## src/rtl/axi_read_arbiter.sv

```systemverilog
// Round-robin arbiter sharing one AXI read channel (AR + R) between N requesters.
// One requester owns the channel from grant until its last R beat or until it withdraws.
module axi_read_arbiter #(
    parameter int N_MASTERS = 3
) (
    input  logic                   clk,
    input  logic                   rst,
    input  logic [N_MASTERS-1:0]   m_req,
    output logic [N_MASTERS-1:0]   m_grnt,
    input  logic [N_MASTERS*4-1:0]  m_arid,
    input  logic [N_MASTERS*32-1:0] m_araddr,
    input  logic [N_MASTERS*4-1:0]  m_arlen,
    input  logic [N_MASTERS*3-1:0]  m_arsize,
    input  logic [N_MASTERS*2-1:0]  m_arburst,
    input  logic [N_MASTERS*2-1:0]  m_arlock,
    input  logic [N_MASTERS*4-1:0]  m_arcache,
    input  logic [N_MASTERS*3-1:0]  m_arprot,
    input  logic [N_MASTERS-1:0]   m_arvalid,
    output logic [N_MASTERS-1:0]   m_arready,
    output logic [3:0]             m_rid,
    output logic [31:0]            m_rdata,
    output logic [1:0]             m_rresp,
    output logic                   m_rlast,
    output logic [N_MASTERS-1:0]   m_rvalid,
    input  logic [N_MASTERS-1:0]   m_rready,
    output logic [3:0]             arid,
    output logic [31:0]            araddr,
    output logic [3:0]             arlen,
    output logic [2:0]             arsize,
    output logic [1:0]             arburst,
    output logic [1:0]             arlock,
    output logic [3:0]             arcache,
    output logic [2:0]             arprot,
    output logic                   arvalid,
    input  logic                   arready,
    input  logic [3:0]             rid,
    input  logic [31:0]            rdata,
    input  logic [1:0]             rresp,
    input  logic                   rlast,
    input  logic                   rvalid,
    output logic                   rready,
    output logic                   AXI_Load_Bus_busy
);

    localparam int N     = N_MASTERS;
    localparam int PTR_W = (N > 1) ? $clog2(N) : 1;
    localparam logic [PTR_W:0]   N_EXT    = N[PTR_W:0];
    localparam logic [PTR_W-1:0] LAST_IDX = PTR_W'(N - 1);

    typedef enum logic [1:0] {IDLE, ADDR, DATA} state_t;

    state_t           state_reg;
    logic [N-1:0]     grnt_reg;
    logic [PTR_W-1:0] ptr_reg;
    logic [PTR_W-1:0] gidx_reg;

    logic             in_addr;
    logic             in_data;
    logic             ar_hs;
    logic             r_last_hs;
    logic             req_held;
    logic [N-1:0]     req_rot;
    logic [PTR_W-1:0] pick_off;
    logic [PTR_W:0]   pick_sum;
    logic [PTR_W-1:0] pick_idx;
    logic [PTR_W-1:0] ptr_next;

    assign in_addr = (state_reg == ADDR);
    assign in_data = (state_reg == DATA);

    // Rotate requests so bit 0 is the current highest-priority requester,
    // then take the lowest set bit and map it back to an absolute index.
    always_comb begin
        req_rot  = N'({m_req, m_req} >> ptr_reg);
        pick_off = '0;
        for (int i = N - 1; i >= 0; i--) begin
            if (req_rot[i]) begin
                pick_off = PTR_W'(i);
            end
        end
        pick_sum = {1'b0, ptr_reg} + {1'b0, pick_off};
        pick_idx = (pick_sum >= N_EXT) ? PTR_W'(pick_sum - N_EXT) : pick_sum[PTR_W-1:0];
    end

    assign ptr_next = (gidx_reg == LAST_IDX) ? '0 : gidx_reg + PTR_W'(1);

    always_comb begin
        arid    = '0;
        araddr  = '0;
        arlen   = '0;
        arsize  = '0;
        arburst = '0;
        arlock  = '0;
        arcache = '0;
        arprot  = '0;
        arvalid = 1'b0;
        for (int i = 0; i < N; i++) begin
            if (in_addr && grnt_reg[i]) begin
                arid    = m_arid[i*4 +: 4];
                araddr  = m_araddr[i*32 +: 32];
                arlen   = m_arlen[i*4 +: 4];
                arsize  = m_arsize[i*3 +: 3];
                arburst = m_arburst[i*2 +: 2];
                arlock  = m_arlock[i*2 +: 2];
                arcache = m_arcache[i*4 +: 4];
                arprot  = m_arprot[i*3 +: 3];
                arvalid = m_arvalid[i];
            end
        end
    end

    assign ar_hs     = arvalid && arready;
    assign rready    = in_data && (|(grnt_reg & m_rready));
    assign r_last_hs = rvalid && rready && rlast;
    assign req_held  = |(m_req & grnt_reg);

    generate
        for (genvar gi = 0; gi < N; gi++) begin : g_route
            assign m_arready[gi] = in_addr && grnt_reg[gi] && arready;
            assign m_rvalid[gi]  = in_data && grnt_reg[gi] && rvalid;
        end
    endgenerate

    // R payload is broadcast; only rvalid is steered by the grant.
    assign m_rid   = rid;
    assign m_rdata = rdata;
    assign m_rresp = rresp;
    assign m_rlast = rlast;

    assign m_grnt            = grnt_reg;
    assign AXI_Load_Bus_busy = (state_reg != IDLE);

    always_ff @(posedge clk or posedge rst) begin
        if (rst) begin
            state_reg <= IDLE;
            grnt_reg  <= '0;
            ptr_reg   <= '0;
            gidx_reg  <= '0;
        end else begin
            case (state_reg)
                IDLE: begin
                    if (|m_req) begin
                        state_reg <= ADDR;
                        grnt_reg  <= N'(1) << pick_idx;
                        gidx_reg  <= pick_idx;
                    end
                end
                ADDR: begin
                    if (ar_hs) begin
                        state_reg <= DATA;
                    end else if (!req_held) begin
                        // Requester withdrew before issuing its address.
                        state_reg <= IDLE;
                        grnt_reg  <= '0;
                        ptr_reg   <= ptr_next;
                    end
                end
                DATA: begin
                    if (r_last_hs) begin
                        state_reg <= IDLE;
                        grnt_reg  <= '0;
                        ptr_reg   <= ptr_next;
                    end
                end
                default: begin
                    state_reg <= IDLE;
                    grnt_reg  <= '0;
                end
            endcase
        end
    end

endmodule

```

## config.mk

```make
export PLATFORM = sky130hd
export DESIGN_NAME = axi_read_arbiter
export DESIGN_NICKNAME = d
export VERILOG_FILES = /design/src/rtl/axi_read_arbiter.sv
export SDC_FILE = /design/constraint.sdc
export NUM_CORES = 1
export LEC_CHECK = 0
export ABC_CLOCK_PERIOD_IN_PS = 3700
export CORE_AREA = 3 3 121 123
export CTS_CLUSTER_SIZE = 24
export DETAILED_ROUTE_END_ITERATION = 8
export DIE_AREA = 0 0 124 126
export DONT_BUFFER_PORTS = 1
export HOLD_SLACK_MARGIN = 0.15
export PLACE_DENSITY = 0.3
export SLEW_MARGIN = 20
export SYNTH_ARGS = -nofsm -noshare
export SYNTH_HDL_FRONTEND = slang
export SYNTH_SLANG_ARGS = --single-unit
```

## constraint.sdc

```tcl
create_clock -name clk -period 3.7 [get_ports clk]
set_input_delay 0.555 -clock clk [delete_from_list [all_inputs] [get_ports clk]]
set_output_delay 0.555 -clock clk [all_outputs]
set_load 0.01 [all_outputs]
```

==> impl_metrics.tcl <==
set metrics [dict create \
    htreeDepth 1 \
    irDropWorstVdd_v 0.0002626 \
    cts_buffer_depth 2 \
    antenna_cells 0 \
    post-dp-hpwl_um 7118 \
    crit_arrival_ns 3.01 \
    antenna_found_initial 0 \
    dp.cells 441 \
    crit_slowest_cell "fa_1" \
    grt_overflow_total 0 \
    synth_top_area_share_pct 20.18 \
    r2r_cells 12 \
    post_cts_buffers 0 \
    drc 0 \
    rsz0062_at_grt "no" \
    ys_seq_area_share_pct 10.62 \
    gp_congestion 0.7003 \
    maxSlewHeadroom_pct 59.81 \
    drive_gt1_share_pct 6.792 \
    grt_pass1_vias 1941 \
    yosysWarnings 0 \
    layout_common_cells "58 x nand2_1, 57 x a22oi_1, 51 x o21ai_0, 11 x inv_1, 10 x o21ai_1" \
    clk_pin_slew_ns 0.04 \
    die_h_um 126 \
    synthFlopType "dfrtp_1" \
    crit_chain "nor3b_1 > a211oi_1 > a31oi_1 > ha_1 > inv_1 > fa_1 > inv_1 > ha_1 > and3b_1 > mux2_2 > a22oi_1 > o21ai_0" \
    slowest_delay_ns 0.52 \
    cts_tree "built" \
    hold_buffers 0 \
    ys_async_sr_fraction_pct 100.0 \
    clock-sinks 9 \
    drv_cap 0 \
    core_area_um2 13770 \
    cts_repair_resize_count 0 \
    syn_inst 318 \
    nFillCells 1586 \
    avgRoutedWirePerCell_um 19.08 \
    grt_max_degree 65 \
    dr.pass1.iters 5 \
    syn2layout_area_growth_pct -1.534 \
    critical_path.max_fanout 9 \
    cp-end-kind "register" \
    regToRegSetupSlack_ns 0.80 \
    grt_pass1_wl_um 10700 \
    syn_avg_cell_area_um2 6.669 \
    fin_crit_sh_pct 78.37 \
    fin_crit_ns 2.900 \
    worstSetupStartpoint "ptr_reg[0]" \
    synth_edf_count 0 \
    synth_area_leaders "a22oi_1 20%, buf_4 16%, o21ai_0 12%" \
    mostFrequentLayoutCell "nand2_1" \
    wirelength_um 8491 \
    synthesis.area_um2 2121 \
    drv_slew 0 \
    start_util_pct 15.40 \
    fin_worst_skew_ns 0.001894 \
    die_area_um2 15620 \
    endpoint "m_grnt[0]" \
    cts-root-buf "clkbuf_16" \
    die_width_um 124 \
    drt-initial-drc-count 113 \
    synth_nets 535 \
    synth.distinct_cells 44 \
    grt_usage_pct 9.022 \
    status "completed" \
    r2r-end "m_grnt[0]" \
    largest_reg_flops 3 \
    viasPerCell 4.957 \
    dp_slack_ns 0.7220 \
    cp-start-kind "register" \
    ys_seq_elements 9 \
    worst_ep_required_time_ns 3.81 \
    fin_nets 483 \
    path_class "reg2reg" \
    timing.setup.tns_ns 0 \
    pin_count 319 \
    yosys.area.top_type "a22oi_1" \
    setup_viol 0 \
    setup_ws_ns 0.8002 \
    hold_class "in2async" \
    port_buffers 0 \
    hold_viol 0 \
    row_count 43 \
    final_cells 445 \
    timing.fmax_ghz 0.3449 \
    numCtsBuffers 3 \
    clk_latency_ns 0.24 \
    timing.rr.start "ptr_reg[0]" \
    tightest_slew_ns 0.5966 \
    vias 2206 \
    antenna_left 0 \
    p_leak_uw 0.0006315 \
    pwr_density_cell_nw_per_um2 678.3 \
]
-- area by class of cell --
class	instances	area (µm²)	area share (%)
clock buffer	4	78.83	3.775
inverter	11	41.29	1.977
timing repair buffer	5	75.07	3.595
multi-input combinational	236	1443	69.08
sequential	9	225.2	10.78
tap	180	225.2	10.78
-- per-layer routing --
metal | up-vias | GRT usage [%] | wire length (µm)
li1 | 1015 | - | -
met1 | 982 | 11.01 | 3326
met2 | 201 | 15.49 | 4023
met3 | 8 | 3.009 | 1097
met4 | 0 | 1.611 | 44
met5 | - | 0 | 0
-- report_power, final --
| group | internal, µW | switching (µW) | total (µW) |
|---|---|---|---|
| clock | 144 | 49.5 | 194 |
| combinational | 393 | 618 | 1010 |
| sequential | 142 | 68.7 | 211 |
-- metrics by stage --
stage / hold WS (ns) / area (µm²) / total power (µW) / util [%]
3_3_place_gp: 0.4680 / 2009 / 1241 / 14.59
6_report: 0.1932 / 2088 / 1416 / 15.16
3_5_place_dp: 0.4590 / 2009 / 1239 / 14.59
4_1_cts: 0.2114 / 2088 / 1440 / 15.16
2_1_floorplan: 0.3829 / 2121 / 1079 / -
5_1_grt: 0.2202 / 2088 / 1566 / 15.16
-- critical path: cells and delay by family (launching register included) --
kind,cells,cell delay [ns]
DFF,1,0.46
and+or+nand+nor,2,0.51
buffers and inverters,2,0.11
muxes,1,0.34
adders and majority gates,3,0.90
AOI/OAI and AO/OA,4,0.46
-- cell families (layout without fill, tap and decap cells) --
group | Yosys count | in the layout | synth area share (%)
buffers and inverters | 73 | 20 | 21.36
flip-flops | 9 | 9 | 10.62
AO/OA/AOI/OAI | 138 | 138 | 42.71
adder cells (fa/ha/maj) | 3 | 3 | 2.124
multiplexers | 3 | 3 | 1.711
AND/OR/NAND/NOR | 92 | 92 | 21.48
-- worst min-delay path by stage --
stage	slack, ns	from	endpoint
final	0.19	rst	gidx_reg[1]
after detailed placement	0.46	rst	gidx_reg[1]
after CTS	0.21	rst	gidx_reg[1]
after floorplan	0.38	rst	gidx_reg[0]
after global routing	0.22	rst	gidx_reg[1]
after global placement	0.47	rst	gidx_reg[1]
-- cells in the mapped netlist (all sizes together) (2+ instances only) --
master / n
a211oi: 2
a21oi: 6
a222oi: 2
a22oi: 57
a2bb2oi: 2
a31oi: 2
and3: 6
buf: 57
clkbuf: 5
dfrtp: 9
ha: 2
inv: 11
mux2: 2
nand2: 58
nand2b: 2
nor2: 9
nor2b: 6
o21ai: 61
o2bb2ai: 2
o31ai: 2
No activity file was read; power rests on OpenSTA's default activity.
